[src/rtl/adc_spi_responder_if.sv]
// SPI pin bundle between the spi2adc initiator (master) and the MCP3002-style responder (slave).
`timescale 1ns/1ps
interface adc_spi_responder_if;
   logic adc_cs;
   logic adc_sck;
   logic sdata_to_adc;
   logic sdata_from_adc;
   logic sdo_oe;

   modport master (
      output adc_cs, adc_sck, sdata_to_adc,
      input  sdata_from_adc, sdo_oe
   );

   modport slave (
      input  adc_cs, adc_sck, sdata_to_adc,
      output sdata_from_adc, sdo_oe
   );
endinterface

[src/rtl/adc_spi_responder.sv]
// MCP3002-compatible SPI responder: oversamples the SPI pins on sysclk, decodes the
// start/SGL/ODD/MSBF command and shifts a 10-bit (optionally differential) result back.
`timescale 1ns/1ps
module adc_spi_responder #(
   parameter int SYNC_STAGES = 2
) (
   input  logic                sysclk,
   input  logic                rst_n,
   input  logic [9:0]          ch0_data,
   input  logic [9:0]          ch1_data,
   adc_spi_responder_if.slave  spi,
   output logic                conv_done,
   output logic [9:0]          last_result,
   output logic                frame_err
);

   typedef enum logic [2:0] {
      IDLE, WAIT_START, CFG, NULL_BIT, DATA_MSB, DATA_LSB, TRAIL
   } state_t;

   function automatic logic [9:0] clamp_diff(input logic [9:0] a, input logic [9:0] b);
      logic signed [10:0] d;
      d = $signed({1'b0, a}) - $signed({1'b0, b});
      return (d < 11'sd0) ? 10'd0 : d[9:0];
   endfunction

   logic [SYNC_STAGES-1:0] cs_sync, sck_sync, sdi_sync;
   logic                   cs_s, sck_s, sdi_s, sck_p1;
   logic                   sck_rise, sck_fall;
   state_t                 state;
   logic [3:0]             bitcnt;
   logic                   sdo_q, oe_q;
   logic                   sgl_q, odd_q, msbf_q;
   logic [9:0]             result_q, next_result;
   logic                   cfg_rise;

   // Synchronizer chains and SCK edge detection
   always_ff @(posedge sysclk or negedge rst_n) begin
      if (!rst_n) begin
         cs_sync  <= '1;
         sck_sync <= '0;
         sdi_sync <= '0;
         sck_p1   <= 1'b0;
      end else begin
         cs_sync  <= {cs_sync[SYNC_STAGES-2:0], spi.adc_cs};
         sck_sync <= {sck_sync[SYNC_STAGES-2:0], spi.adc_sck};
         sdi_sync <= {sdi_sync[SYNC_STAGES-2:0], spi.sdata_to_adc};
         sck_p1   <= sck_sync[SYNC_STAGES-1];
      end
   end

   assign cs_s     = cs_sync[SYNC_STAGES-1];
   assign sck_s    = sck_sync[SYNC_STAGES-1];
   assign sdi_s    = sdi_sync[SYNC_STAGES-1];
   assign sck_rise = sck_s & ~sck_p1;
   assign sck_fall = ~sck_s & sck_p1;
   assign cfg_rise = (state == CFG) && !cs_s && sck_rise;

   always_comb begin
      next_result = ch0_data;
      if (sgl_q)
         next_result = odd_q ? ch1_data : ch0_data;
      else
         next_result = odd_q ? clamp_diff(ch1_data, ch0_data) : clamp_diff(ch0_data, ch1_data);
   end

   // Command fields and the latched conversion are pure data: no reset needed
   always_ff @(posedge sysclk) begin
      if (cfg_rise) begin
         case (bitcnt)
            4'd0:    sgl_q <= sdi_s;
            4'd1:    odd_q <= sdi_s;
            default: begin
               msbf_q   <= sdi_s;
               result_q <= next_result;
            end
         endcase
      end
   end

   always_ff @(posedge sysclk or negedge rst_n) begin
      if (!rst_n) begin
         state       <= IDLE;
         bitcnt      <= 4'd0;
         sdo_q       <= 1'b0;
         oe_q        <= 1'b0;
         conv_done   <= 1'b0;
         last_result <= 10'd0;
         frame_err   <= 1'b0;
      end else begin
         conv_done <= 1'b0;
         if (cs_s) begin
            // CS high wins over any coincident SCK edge
            state <= IDLE;
            oe_q  <= 1'b0;
            sdo_q <= 1'b0;
            if (state inside {CFG, NULL_BIT, DATA_MSB, DATA_LSB})
               frame_err <= 1'b1;
         end else begin
            case (state)
               IDLE: begin
                  state <= WAIT_START;
                  oe_q  <= 1'b1;
               end
               WAIT_START: begin
                  if (sck_rise && sdi_s) begin
                     state  <= CFG;
                     bitcnt <= 4'd0;
                  end
               end
               CFG: begin
                  if (sck_rise) begin
                     if (bitcnt == 4'd2) state <= NULL_BIT;
                     else                bitcnt <= bitcnt + 4'd1;
                  end
               end
               NULL_BIT: begin
                  if (sck_fall) begin
                     sdo_q  <= 1'b0;
                     state  <= DATA_MSB;
                     bitcnt <= 4'd9;
                  end
               end
               DATA_MSB: begin
                  if (sck_fall) begin
                     sdo_q <= result_q[bitcnt];
                     if (bitcnt != 4'd0) begin
                        bitcnt <= bitcnt - 4'd1;
                     end else if (msbf_q) begin
                        state       <= TRAIL;
                        conv_done   <= 1'b1;
                        last_result <= result_q;
                     end else begin
                        state  <= DATA_LSB;
                        bitcnt <= 4'd1;
                     end
                  end
               end
               DATA_LSB: begin
                  if (sck_fall) begin
                     sdo_q <= result_q[bitcnt];
                     if (bitcnt == 4'd9) begin
                        state       <= TRAIL;
                        conv_done   <= 1'b1;
                        last_result <= result_q;
                     end else begin
                        bitcnt <= bitcnt + 4'd1;
                     end
                  end
               end
               TRAIL: begin
                  if (sck_fall) sdo_q <= 1'b0;
               end
               default: state <= IDLE;
            endcase
         end
      end
   end

   assign spi.sdata_from_adc = sdo_q;
   assign spi.sdo_oe         = oe_q;

endmodule

[src/flat_wrapper.sv]
// flat-port wrapper written by rule: the top's interface ports become plain ports
module adc_spi_responder_flat 
#(
   parameter int SYNC_STAGES = 2
)
  (sysclk, rst_n, ch0_data, ch1_data, conv_done, last_result, frame_err, spi_adc_cs, spi_adc_sck, spi_sdata_to_adc, spi_sdata_from_adc, spi_sdo_oe);
  adc_spi_responder_if spi_i ();
  input  logic sysclk;
  input  logic rst_n;
  input  logic [9:0] ch0_data;
  input  logic [9:0] ch1_data;
  output logic conv_done;
  output logic [9:0] last_result;
  output logic frame_err;
  input wire logic [$bits(spi_i.adc_cs)-1:0] spi_adc_cs;
  input wire logic [$bits(spi_i.adc_sck)-1:0] spi_adc_sck;
  input wire logic [$bits(spi_i.sdata_to_adc)-1:0] spi_sdata_to_adc;
  output wire logic [$bits(spi_i.sdata_from_adc)-1:0] spi_sdata_from_adc;
  output wire logic [$bits(spi_i.sdo_oe)-1:0] spi_sdo_oe;
  assign spi_i.adc_cs = spi_adc_cs;
  assign spi_i.adc_sck = spi_adc_sck;
  assign spi_i.sdata_to_adc = spi_sdata_to_adc;
  assign spi_sdata_from_adc = spi_i.sdata_from_adc;
  assign spi_sdo_oe = spi_i.sdo_oe;
  adc_spi_responder #(.SYNC_STAGES(SYNC_STAGES)) u_core (.sysclk(sysclk), .rst_n(rst_n), .ch0_data(ch0_data), .ch1_data(ch1_data), .spi(spi_i), .conv_done(conv_done), .last_result(last_result), .frame_err(frame_err));
endmodule
[config.mk]
export PLATFORM = sky130hd
export DESIGN_NAME = adc_spi_responder_flat
export DESIGN_NICKNAME = d
export VERILOG_FILES = /design/src/rtl/adc_spi_responder_if.sv /design/src/rtl/adc_spi_responder.sv /design/src/flat_wrapper.sv
export SDC_FILE = /design/constraint.sdc
export NUM_CORES = 1
export LEC_CHECK = 0
export ABC_AREA = 1
export CORE_ASPECT_RATIO = 2
export CORE_MARGIN = 3
export CORE_UTILIZATION = 57
export DETAILED_ROUTE_END_ITERATION = 12
export PLACE_DENSITY = 0.87
export SYNTH_ARGS = -nofsm -noshare
export SYNTH_HDL_FRONTEND = slang
export SYNTH_SLANG_ARGS = --single-unit
[constraint.sdc]
create_clock -name sysclk -period 2.3 [get_ports sysclk]
set_input_delay 0.46 -clock sysclk [delete_from_list [all_inputs] [get_ports sysclk]]
set_output_delay 0.46 -clock sysclk [all_outputs]
set_load 0.005 [all_outputs]
==> results of run 1 <==
==> layout make-up <==
cell class	count	area [um2]
Clock buffer	6	72.57
Clock inverter	2	10.01
Fill cell	416	1165
Inverter	67	254.0
Multi-Input combinational cell	354	2097
Sequential cell	41	1094
Tap cell	60	75.07
Timing Repair Buffer	91	795.8
==> power by group <==
part / internal (mW) / total (mW) / switching [mW] / leakage (nW)
clock network: 0.210 / 0.454 / 0.244 / 0.0450
registers: 0.897 / 1.01 / 0.116 / 0.473
logic: 0.667 / 1.49 / 0.822 / 1.72
==> critical path, cell delays in order <==
cell and delay, ns:
clkdlybuf4s50_1 0.46, ha_4 0.30, buf_4 0.12, nand2_4 0.07, nor2_4 0.14, inv_1 0.07, a21oi_2 0.11, nor2_2 0.06
nor2_4 0.22, nand2_1 0.08, o21ai_1 0.09, nand2_1 0.08, nand2_2 0.08
==> path summary, 6_finish.rpt <==
| path | to | cells after the start |
|---|---|---|
| worst max-delay path | u_core.result_q[3] | 13 |
| worst min-delay path | u_core.sdi_sync[1] | 0 |
| worst max register to register | u_core.last_result[7] | 9 |
| worst min register to register | u_core.sdi_sync[1] | 0 |
| max in group asynchronous | u_core.cs_sync[1] | 2 |
| min in group asynchronous | u_core.spi.sdo_oe | 2 |
==> synth_stat cells, types with 3 or more instances <==
cell type	count	area share [%]
xor2_1	6	1.6
nand3_2	3	0.90
dfrtp_1	26	19
o21ai_2	6	1.6
o21bai_1	3	0.67
nor2_2	4	0.75
inv_1	62	6.9
nor2_4	4	1.3
clkbuf_1	3	0.34
buf_2	4	0.60
o211ai_1	4	0.90
ha_1	25	9.3
nand2_1	143	16
o21ai_0	26	3.9
nand3_1	33	4.9
xnor2_1	8	2.1
nand2_2	6	1.1
o21ai_1	5	0.75
edfxtp_1	13	12
nand4_1	4	0.75
nor2_1	40	4.5
a21oi_1	24	3.6
==> cell families (layout without fill, tap and decap cells) <==
| kind of cell | Yosys count | count (layout) | synth area share [%] |
|---|---|---|---|
| fa+ha+maj | 27 | 27 | 10.53 |
| xor+xnor | 14 | 14 | 3.661 |
| simple gates | 243 | 243 | 31.71 |
| flops | 41 | 41 | 32.65 |
| compound gates | 70 | 70 | 11.73 |
| buf+inv | 79 | 166 | 9.713 |
==> per-layer routing <==
| layer | up-vias | global-route usage, % | routed length [um] |
|---|---|---|---|
| li1 | 1677 | - | - |
| met1 | 1569 | 26.46 | 3015 |
| met5 | - | 0 | 0 |
| met4 | 0 | 25.00 | 802 |
| met3 | 53 | 1.919 | 231 |
| met2 | 106 | 53.97 | 5292 |
==> state kept, by name, indices dropped and copies added, names as in the netlist <==
signal and flops:
u_core.bitcnt 4, u_core.conv_done 1, u_core.cs_sync 2, u_core.frame_err 1
u_core.last_result 10, u_core.msbf_q 1, u_core.odd_q 1, u_core.result_q 10
u_core.sck_p1 1, u_core.sck_sync 2, u_core.sdi_sync 2, u_core.sgl_q 1
u_core.spi.sdata_from_adc 1, u_core.spi.sdo_oe 1, u_core.state 3
==> what timing repair did <==
action / 4_1_cts / 5_1_grt
setup endpoints to repair: 8 / 10
buffers inserted: 0 / 2
pin swaps: 0 / 8
gates resized for setup: 1 / 40
==> flow_summary_export.csv, run 1 <==
group,metric,value,unit
status,status,"completed",
drt,avgRoutedWirePerCell,15.04,um
synthesis,ys_seq_area_share,32.65,%
layout,fin_util,79.06,%
synthesis,synthFlopType,"dfrtp_1",
worst_setup_path,start_kind,"primary input",
sta,skew,0.006804,ns
die,die_h,114.4,um
die,core,5563,um2
worst_setup_path,critical_path_arrival,2.36,ns
pwr,cellPowerDensity,672.0,nW/um2
place,portBuffers,38,
die,floorplan.initialDensity,60.21,%
sta,finalMaxSlewViolations,0,
sta,fmax,0.4547,GHz
synthesis,synth.distinct_cells,36,
die,die_area,6888,um2
clock_tree,tritoncts,"done",
die,die_x,60.21,um
worst_setup_path,endpoint_kind,"register",
sta,finalHoldViolCount,0,
layout,final_cell_mix,"nand2_1 (138), inv_1 (58), buf_4 (53)",
worst_hold_path,hp-start,"u_core.sdi_sync[0]",
sta,finalCritPeriodShare,95.63,%
pwr,ir_drop,0.0007205,V
synthesis,synth_nets,526,
sta,slew_headroom,61.23,%
global_routing,grt_pass1_wl,15.07,mm
global_routing,antenna_found_initial,0,
drt,ant_nets,0,
synthesis,synth-seq-cells,41,
synthesis,ys.warnings.count,0,
drt,first_pass_iters,4,
synthesis,synth_cells,474,
place,hpwl,7.467,mm
layout,area_delta_synth_final,31.30,%
pwr,p_total,2.956,mW
place,dpl_cell_area,4116,um2
worst_hold_path,hp-class,"register to register",
global_routing,first_global_vias,3474,
layout,nets,612,
clock_tree,holdBufCountCts,0,
drt,via_count,3405,
synthesis,synth_edf_count,13,
layout,mostFrequentLayoutCell,"nand2_1",
clock_tree,clkTransAtPathRegs,0.08,ns
place,place_ws,-0.3360,ns
worst_setup_path,crit_fanout,8,
layout,antennaDiodeCount,0,
global_routing,grt_overflow,0,
place,placed_cells,611,
clock_tree,insertion_delay,0.30,ns
synthesis,syn-cell-area,3349,um2
worst_setup_path,r2r-start,"u_core.bitcnt[1]",
clock_tree,numCtsBuffers,5,
layout,design_area,4398,um2
global_routing,grt_usage,29.20,%
sta,holdWs,0.3464,ns
sta,setup_tns,0,ns
clock_tree,cts_max_level,2,
drt,drtIter0Drc,203,
die,rows,38,
drt,viasPerCell,5.483,
clock_tree,clockRootBuffer,"clkbuf_8",
run,cap_violations,0,
layout,drive_gt1_share,21.57,%
clock_tree,clock-sinks,41,
place,place_congestion,0.9580,
worst_setup_path,worst-r2r-setup-slack,0.43,ns
synthesis,synthArstFlopShare,68.29,%
worst_setup_path,worstSetupPathType,"primary input to register",
global_routing,grt_max_degree,29,
layout,fin_cells,621,
drt,finalWirelength,9.342,mm
drt,drc,0,
clock_tree,clockBufferDepth,2,
pwr,p_leak,2.234,nW
sta,setup_violations,0,
worst_setup_path,crit_required,2.46,ns
synthesis,syn_area_per_cell,7.066,um2
sta,fin_crit,2.199,ns
sta,tightest_slew,0.5780,ns
sta,timing.final.ws_setup,0.1006,ns
die,io-pin-count,39,
worst_setup_path,setup.worst_path.start,"ch1_data[7]",
No activity file was read; power rests on OpenSTA's default activity.
==> run 2: changes to the inputs <==
--- a/config.mk
+++ b/config.mk
@@ -8,8 +8,9 @@
 export ABC_AREA = 1
 export CORE_ASPECT_RATIO = 2
 export CORE_MARGIN = 3
-export CORE_UTILIZATION = 57
+export CORE_UTILIZATION = 65
 export DETAILED_ROUTE_END_ITERATION = 12
+export DONT_BUFFER_PORTS = 1
 export PLACE_DENSITY = 0.87
 export SYNTH_ARGS = -nofsm -noshare
 export SYNTH_HDL_FRONTEND = slang
==> flow_summary_export.csv, run 2 (synthesis results as in run 1) <==
group,metric,value,unit
status,status,"completed",
pwr,p_int,1.534,mW
worst_setup_path,worstSetupPathType,"primary input to register",
sta,skew,0.007874,ns
sta,fin_crit,1.951,ns
sta,finalCritPeriodShare,84.82,%
sta,finalHoldViolCount,0,
die,core,4910,um2
drt,via_count,3089,
worst_setup_path,start_kind,"primary input",
pwr,p_seq_share,39.3,%
drt,first_pass_iters,5,
clock_tree,tritoncts,"done",
pwr,p_total,2.646,mW
layout,mostFrequentLayoutCell,"nand2_1",
die,die_h,107.5,um
sta,setup_tns,0,ns
clock_tree,numCtsBuffers,5,
clock_tree,clock-sinks,41,
clock_tree,holdBufCountCts,2,
sta,slew_headroom,58.97,%
clock_tree,clockRootBuffer,"clkbuf_8",
worst_setup_path,critical_path_arrival,1.99,ns
clock_tree,cts-resized-gates,0,
pwr,ir_drop,0.0006187,V
run,cap_violations,0,
pwr,p_leak,1.826,nW
drt,avgRoutedWirePerCell,15.48,um
layout,drive_gt1_share,10.17,%
drt,viasPerCell,5.731,
sta,fmax,0.5126,GHz
place,portBuffers,0,
drt,drtIter0Drc,163,
die,die_area,6103,um2
sta,tightest_slew,0.6117,ns
drt,ant_nets,0,
clock_tree,clkTransAtPathRegs,0.07,ns
die,rows,36,
pwr,p_comb_share,42.3,%
pwr,p_clk_share,18.4,%
pwr,switching_share,42.02,%
global_routing,first_global_vias,3031,
worst_hold_path,hp-class,"primary input to register",
worst_setup_path,endpoint_kind,"register",
sta,finalMaxSlewViolations,0,
place,hpwl,6.687,mm
drt,drc,0,
layout,final_cell_mix,"nand2_1 (143), inv_1 (62), nor2_1 (40)",
place,placed_cells,529,
sta,timing.final.ws_setup,0.3491,ns
global_routing,antenna_found_initial,0,
clock_tree,cts_max_level,2,
global_routing,grt_overflow,0,
pwr,cellPowerDensity,746.2,nW/um2
clock_tree,post_cts_buffers,0,
layout,antennaDiodeCount,0,
clock_tree,insertion_delay,0.30,ns
die,die_x,56.76,um
clock_tree,clockBufferDepth,2,
worst_setup_path,crit_fanout,8,
sta,setup_violations,0,
layout,area_delta_synth_final,5.865,%
global_routing,grt_usage,28.73,%
layout,largest_registers,"u_core.last_result x10, u_core.result_q x10, u_core.bitcnt x4",
global_routing,grt_pass1_wl,13.30,mm
drt,finalWirelength,8.344,mm
sta,rsz0062_at_grt,"no",
layout,fin_cells,539,
pwr,power_switching,1.112,mW
die,floorplan.initialDensity,68.22,%
die,io-pin-count,39,
layout,nets,533,
global_routing,grt_max_degree,29,
layout,fillers,412,
place,place_congestion,0.9663,
place,place_ws,0.07455,ns
worst_setup_path,crit_required,2.34,ns
run 2: cell types whose count changed in the layout (fill, tap and decap cells not counted), moves of 5 or more:
cell | previous run | this run
ha_1 | 16 | 25
nand2_1 | 138 | 143
ha_4 | 8 | 0
buf_4 | 53 | 10
dlymetal6s2s_1 | 7 | 0
clkdlybuf4s50_1 | 31 | 0
run 2: cell type report:
cell class | instances | area (um2) | area share (%)
multi-input combinational | 354 | 1931 | 54.45
sequential | 41 | 1094 | 30.84
inverter | 67 | 254.0 | 7.163
timing repair buffer | 12 | 105.1 | 2.964
clock buffer | 6 | 82.58 | 2.329
tap | 57 | 71.32 | 2.011
clock inverter | 2 | 8.758 | 0.2470
run 2: metrics by stage:
step / utilization [%] / cell area, um2 / hold WS [ns]
final: 72.22 / 3546 / 0.1534
after global routing: 72.22 / 3546 / 0.1398
after detailed placement: 69.75 / 3425 / 0.1650
after global placement: 69.75 / 3425 / 0.1650
after floorplan: - / 3349 / 0.1644
after CTS: 72.22 / 3546 / 0.1426
run 2: layer usage:
metal	vias up	track usage (%)	share of wire [%]
li1	1517	-	-
met1	1417	25.45	33
met2	118	56.21	57
met3	37	3.601	4.1
met4	0	20.40	6.5
met5	-	0	0
run 2: path summary, 6_finish.rpt:
kind / endpoint / start / slack (ns) / depth (start not counted)
hold reg to reg: u_core.sck_sync[1] / u_core.sck_sync[0] / 0.34 / 0
max in group asynchronous: u_core.cs_sync[0] / rst_n / 1.47 / 2
hold / removal: u_core.cs_sync[0] / spi_adc_cs / 0.15 / 0
setup / recovery: u_core.result_q[4] / ch1_data[0] / 0.35 / 12
setup reg to reg: u_core.last_result[5] / u_core.bitcnt[1] / 0.43 / 9
min in group asynchronous: u_core.spi.sdo_oe / rst_n / 0.59 / 2
run 2: critical path, cell delays in order:
cell     delay [ns]
inv_1          0.05
ha_1           0.17
inv_1          0.10
fa_1           0.46
nand3_1        0.14
nand2_1        0.06
nor2_1         0.16
nor2_4         0.10
nand2_1        0.08
o21ai_1        0.06
nand2_1        0.05
nand2_1        0.10
run 2: power groups by stage:
stage / registers, mW / logic (mW) / clock network [mW]
6_report: 1.04 / 1.12 / 0.486
5_1_grt: 1.06 / 1.25 / 0.522
4_1_cts: 1.04 / 1.11 / 0.492
3_5_place_dp: 1.06 / 1.08 / 0
3_3_place_gp: 1.05 / 1.05 / 0
2_1_floorplan: 1.01 / 0.878 / 0
==> run 3: changes to the inputs <==
==> constraint.sdc (replaced) <==
create_clock -name sysclk -period 1.8 [get_ports sysclk]
set_input_delay 0.36 -clock sysclk [delete_from_list [all_inputs] [get_ports sysclk]]
set_output_delay 0.36 -clock sysclk [all_outputs]
set_load 0.005 [all_outputs]
==> flow_summary_export.csv, run 3 (synthesis results as in run 1) <==
group,metric,value,unit
worst_setup_path,worstReg2RegEnd,"u_core.bitcnt[1]",
sta,skew,0.01071,ns
pwr,p_comb_share,44.9,%
worst_hold_path,holdPathStages,0,
sta,fin_crit,1.735,ns
worst_setup_path,crit_chain,"inv_2 -> ha_4 -> inv_2 -> fa_2 -> nand3_1 -> nand3_1 -> nand2_4 -> buf_4 -> nor2_1 -> o21ai_0 -> nand2_1",
worst_setup_path,crit_buf_inv,3,
layout,fin_util,79.74,%
global_routing,antenna_found_initial,0,
clock_tree,cts_max_level,2,
sta,setup_tns,0,ns
drt,via_count,3315,
sta,setup_violations,0,
layout,final_cell_mix,"nand2_1 (140), inv_1 (57), buf_4 (40)",
worst_setup_path,r2r-start,"u_core.state[2]",
die,io-pin-count,39,
layout,multi_input_area,2053,um2
clock_tree,clock-sinks,41,
worst_hold_path,hp-start,"spi_adc_cs",
place,placed_cells,558,
layout,fillers,355,
worst_setup_path,crit_family,"adder cells",
global_routing,first_global_vias,3442,
worst_setup_path,critical_path_arrival,1.79,ns
pwr,cellPowerDensity,911.8,nW/um2
worst_hold_path,hp-class,"primary input to register",
die,die_x,56.76,um
place,portBuffers,0,
worst_setup_path,crit_required,1.86,ns
die,die_area,6103,um2
clock_tree,insertion_delay,0.31,ns
layout,drive_gt1_share,21.64,%
clock_tree,numCtsBuffers,5,
worst_hold_path,min_to,"u_core.cs_sync[0]",
pwr,p_total,3.570,mW
layout,final-seq-area,1095,um2
sta,fmax,0.5763,GHz
global_routing,grt_overflow,0,
worst_setup_path,worst-r2r-setup-slack,0.13,ns
sta,finalCritPeriodShare,96.40,%
clock_tree,tritoncts,"done",
place,dpl_cell_area,3696,um2
pwr,power_switching,1.510,mW
run,cap_violations,0,
worst_setup_path,start_kind,"primary input",
die,die_h,107.5,um
worst_setup_path,endpoint_kind,"register",
worst_setup_path,cpPeakStageDelay,0.43,ns
global_routing,grt_usage,31.30,%
die,core,4910,um2
pwr,ir_drop,0.0009074,V
die,rows,36,
sta,finalHoldViolCount,0,
pwr,p_clk_share,17.7,%
global_routing,grt_max_degree,29,
layout,fin_cells,570,
layout,antennaDiodeCount,0,
sta,holdWs,0.04860,ns
drt,finalWirelength,9.146,mm
pwr,p_leak,1.983,nW
sta,finalMaxSlewViolations,0,
drt,drc,0,
clock_tree,clockBufferDepth,2,
die,floorplan.initialDensity,68.22,%
place,hpwl,7.257,mm
status,status,"completed",
clock_tree,clockRootBuffer,"clkbuf_8",
place,place_congestion,0.9256,
pwr,switching_share,42.30,%
worst_setup_path,worstSetupPathType,"primary input to register",
drt,first_pass_iters,7,
drt,ant_nets,0,
drt,viasPerCell,5.816,
worst_setup_path,worst_path_max_delay_cell,"fa_2",
layout,mostFrequentLayoutCell,"nand2_1",
sta,tightest_slew,0.4468,ns
place,place_ws,-0.2019,ns
clock_tree,clkTransAtPathRegs,0.07,ns
layout,area_delta_synth_final,16.88,%
layout,largest_registers,"u_core.last_result x10, u_core.result_q x10, u_core.bitcnt x4",
pwr,p_seq_share,37.4,%
sta,timing.final.ws_setup,0.06479,ns
worst_setup_path,crit_cells,11,
layout,design_area,3915,um2
drt,avgRoutedWirePerCell,16.05,um
worst_setup_path,ff2ff_path_depth,10,
worst_setup_path,crit_fanout,7,
sta,slew_headroom,70.21,%
pwr,p_int,2.060,mW
layout,nets,564,
drt,drtIter0Drc,191,
global_routing,grt_pass1_wl,14.77,mm
## run 3: cell types whose count changed in the layout (fill, tap and decap cells not counted), sizes merged
cell and delta:
buf +31
## run 3: power by group through the flow
stage	clock network [mW]	registers [mW]	logic (mW)
finish	0.631	1.33	1.60
global placement	0	1.33	1.45
detailed placement	0	1.35	1.52
CTS	0.632	1.33	1.55
floorplan	0	1.29	1.14
global route	0.666	1.35	1.78
## run 3: worst max-delay path by stage
stage | from | to
floorplan | ch1_data[0] | u_core.result_q[0]
global placement | ch0_data[5] | u_core.result_q[6]
detailed placement | ch0_data[5] | u_core.result_q[6]
CTS | u_core.bitcnt[0] | u_core.bitcnt[1]
global route | ch0_data[8] | u_core.result_q[8]
finish | ch0_data[0] | u_core.result_q[1]
## run 3: layout make-up
type / count / area share, %
clock inverters: 2 / 0.2237
repair buffers: 43 / 8.949
well taps: 57 / 1.822
multi-input cells: 354 / 52.44
inverters: 67 / 6.488
clock buffers: 6 / 2.109
flip-flops and latches: 41 / 27.96
## run 3: per-layer routing
layer	GRT usage (%)	vias up	part of all wire (%)
met5	0	-	0
met4	20.56	0	5.9
li1	-	1586	-
met1	26.93	1561	32
met3	5.402	48	4.0
met2	61.92	120	58
## run 3: repair_timing
item,CTS,global route
hold buffers,2,0
buffers inserted,0,2
endpoints found under the hold margin,28,0
gates resized for setup,0,21
setup endpoints to repair,0,24
## run 3: worst register-to-register path, delay by kind of cell (launching register included)
kind,cells,cell delay (ns)
simple gates,8,0.78
buf+inv,2,0.31
flops,1,0.47
==> RTL change, RTL diff (config.mk and constraints of run 2) <==
Put one more register stage on the output `conv_done`, without a reset. The value now appears one clock later. The other outputs are not delayed to match.
--- a/src/rtl/adc_spi_responder.sv
+++ b/src/rtl/adc_spi_responder.sv
@@ -17,6 +17,8 @@
    typedef enum logic [2:0] {
       IDLE, WAIT_START, CFG, NULL_BIT, DATA_MSB, DATA_LSB, TRAIL
    } state_t;
+
+   logic conv_done_s0;
 
    function automatic logic [9:0] clamp_diff(input logic [9:0] a, input logic [9:0] b);
       logic signed [10:0] d;
@@ -84,11 +86,11 @@
          bitcnt      <= 4'd0;
          sdo_q       <= 1'b0;
          oe_q        <= 1'b0;
-         conv_done   <= 1'b0;
+         conv_done_s0 <= 1'b0;
          last_result <= 10'd0;
          frame_err   <= 1'b0;
       end else begin
-         conv_done <= 1'b0;
+         conv_done_s0 <= 1'b0;
          if (cs_s) begin
             // CS high wins over any coincident SCK edge
             state <= IDLE;
@@ -128,7 +130,7 @@
                         bitcnt <= bitcnt - 4'd1;
                      end else if (msbf_q) begin
                         state       <= TRAIL;
-                        conv_done   <= 1'b1;
+                        conv_done_s0 <= 1'b1;
                         last_result <= result_q;
                      end else begin
                         state  <= DATA_LSB;
@@ -141,7 +143,7 @@
                      sdo_q <= result_q[bitcnt];
                      if (bitcnt == 4'd9) begin
                         state       <= TRAIL;
-                        conv_done   <= 1'b1;
+                        conv_done_s0 <= 1'b1;
                         last_result <= result_q;
                      end else begin
                         bitcnt <= bitcnt + 4'd1;
@@ -160,5 +162,9 @@
    assign spi.sdata_from_adc = sdo_q;
    assign spi.sdo_oe         = oe_q;
 
+   always_ff @(posedge sysclk) begin
+      conv_done <= conv_done_s0;
+   end
+
 endmodule
 
Function: same outputs for any inputs over 10 cycles, from zero or initial values and one cycle with rst_n low; that may be too few to reach the edited logic, so the function may still have changed.
==> RTL change against run 2 <==
  * Die area grew 0.44%
  * Setup slack lost 0.044 ns
  * Sequential cell count grew 1
  * Final area shrank 0.32%
  * Routed wire length shrank 0.77%
  * Power grew 3.2%
  * Synthesized area grew 0.49%
  * Via count grew 0.81%
  * Hold slack lost 0.0036 ns
  * Critical endpoint is now u_core.result_q[2]$_DFFE_PP_
  * Largest cell class unchanged
  * Highest routed layer unchanged
==> RTL change: results (changes against run 2) <==
- Sequential share of cell area: 0.3150 (was 0.3084)
- Crit path DAT: 2.05 ns (was 1.99 ns)
- Fraction of layout instances using a drive strength above 1: 0.08848 (was 0.1017)
- Kind of cell with the highest combined delay on the critical path: adder cells (was simple AND/OR/NAND/NOR gates)
- Wire length per cell after detailed routing: 15.25 um (was 15.48 um)
- Outcome: completed (unchanged)
- Avg Cell Area, Syn: 7.027 um2 (was 7.066 um2)
- Iteration-0 DRC count of the detailed router: 167 (was 163)
- Vias after detailed routing: 3114 (was 3089)
- Wire length of the first global-routing pass: 13400 um (was 13300 um)
- Largest clock skew in the final design: 0.007578 ns (was 0.007874 ns)
- Dpl cells: 533 (was 529)
- Post-layout nets: 537 (was 533)
- Async SR Flop Fraction: 0.6667 (was 0.6829)
- Most numerous cell types in the synthesized netlist: sky130_fd_sc_hd__nand2_1 (154), sky130_fd_sc_hd__inv_1 (62), sky130_fd_sc_hd__nor2_1 (42) (was sky130_fd_sc_hd__nand2_1 (143), sky130_fd_sc_hd__inv_1 (62), sky130_fd_sc_hd__nor2_1 (40))
- Sequential cell area in the final layout: 1114 um2 (was 1094 um2)
- Total of clock buffers placed in the layout: 7 (was 6)
- Detail Placement HPWL: 6622 um (was 6687 um)
- Met1 demand-to-capacity share in global routing: 0.2467 (was 0.2545)
- Maximum fanout along the worst path: 4 (was 8)
- Sequential cell count of the final layout: 42 (was 41)
- Area of placed instances: 3421 um2 (was 3425 um2)
- Die area: 6130 um2 (was 6103 um2)
- Cell leakage power: 1.853 nW (was 1.826 nW)
- Transition time at the pin with the least slew margin: 0.6290 ns (was 0.6117 ns)
- Fill cell count: 416 (was 412)
- Final weighted congestion of routability-driven global placement: 0.9960 (was 0.9663)
- Routing usage on met2: 0.5426 (was 0.5621)
- Maximum vdd drop: 728.8 uV (was 618.7 uV)
- Worst slack, placed: 0.02142 ns (was 0.07455 ns)
- Leading post-synthesis cells by cell area: sky130_fd_sc_hd__dfrtp_1 (19%), sky130_fd_sc_hd__nand2_1 (17%), sky130_fd_sc_hd__edfxtp_1 (12%) (was sky130_fd_sc_hd__dfrtp_1 (19%), sky130_fd_sc_hd__nand2_1 (16%), sky130_fd_sc_hd__edfxtp_1 (12%))
- Number of combinational gates with multiple inputs: 358 (was 354)
- Met3 Use GR: 0.03721 (was 0.03601)
[RTL change: changes by cell type after synthesis, sizes merged, moves of 2 or more]
cell	before	now
o21ai	37	28
nand2	150	158
nor3	2	5
o211ai	4	1
buf	7	9
clkbuf	5	3
nor2	48	50
or2	1	3
xnor2	8	6
[RTL change: path summary, 6_finish.rpt]
check	startpoint	endpoint	slack, ns	cells past startpoint
max	ch0_data[0]	u_core.result_q[2]$_DFFE_PP_	0.31	11
min	spi_adc_cs	u_core.cs_sync[0]$_DFF_PN1_	0.15	0
max reg2reg	u_core.bitcnt[0]$_DFFE_PN0P_	u_core.bitcnt[3]$_DFFE_PN0P_	0.37	7
min reg2reg	u_core.conv_done_s0$_DFF_PN0_	u_core.conv_done$_DFF_P_	0.35	0
max in group asynchronous	rst_n	u_core.cs_sync[0]$_DFF_PN1_	1.49	2
min in group asynchronous	rst_n	u_core.sck_p1$_DFF_PN0_	0.58	2
[RTL change: cell families (layout without fill, tap and decap cells)]
group / count (synthesis) / count (layout) / share of synthesized area
AND/OR/NAND/NOR: 259 / 259 / 0.3346
buffers and inverters: 79 / 86 / 0.1004
AO/OA/AOI/OAI: 60 / 60 / 0.09815
adder cells (fa/ha/maj): 27 / 27 / 0.1048
flip-flops: 42 / 42 / 0.3309
XOR/XNOR: 12 / 12 / 0.03123
[RTL change: per-layer routing]
| layer | routed length, um | share of wire |
|---|---|---|
| met5 | 0 | 0 |
| met2 | 4629 | 0.56 |
| met1 | 2716 | 0.33 |
| met4 | 569 | 0.069 |
| met3 | 364 | 0.044 |
[RTL change: where the power goes]
| group | switching [mW] | total [mW] | internal [mW] |
|---|---|---|---|
| sequential | 0.167 | 1.08 | 0.911 |
| clock | 0.251 | 0.466 | 0.215 |
| combinational | 0.763 | 1.19 | 0.426 |
| total | 1.18 | 2.73 | 1.55 |
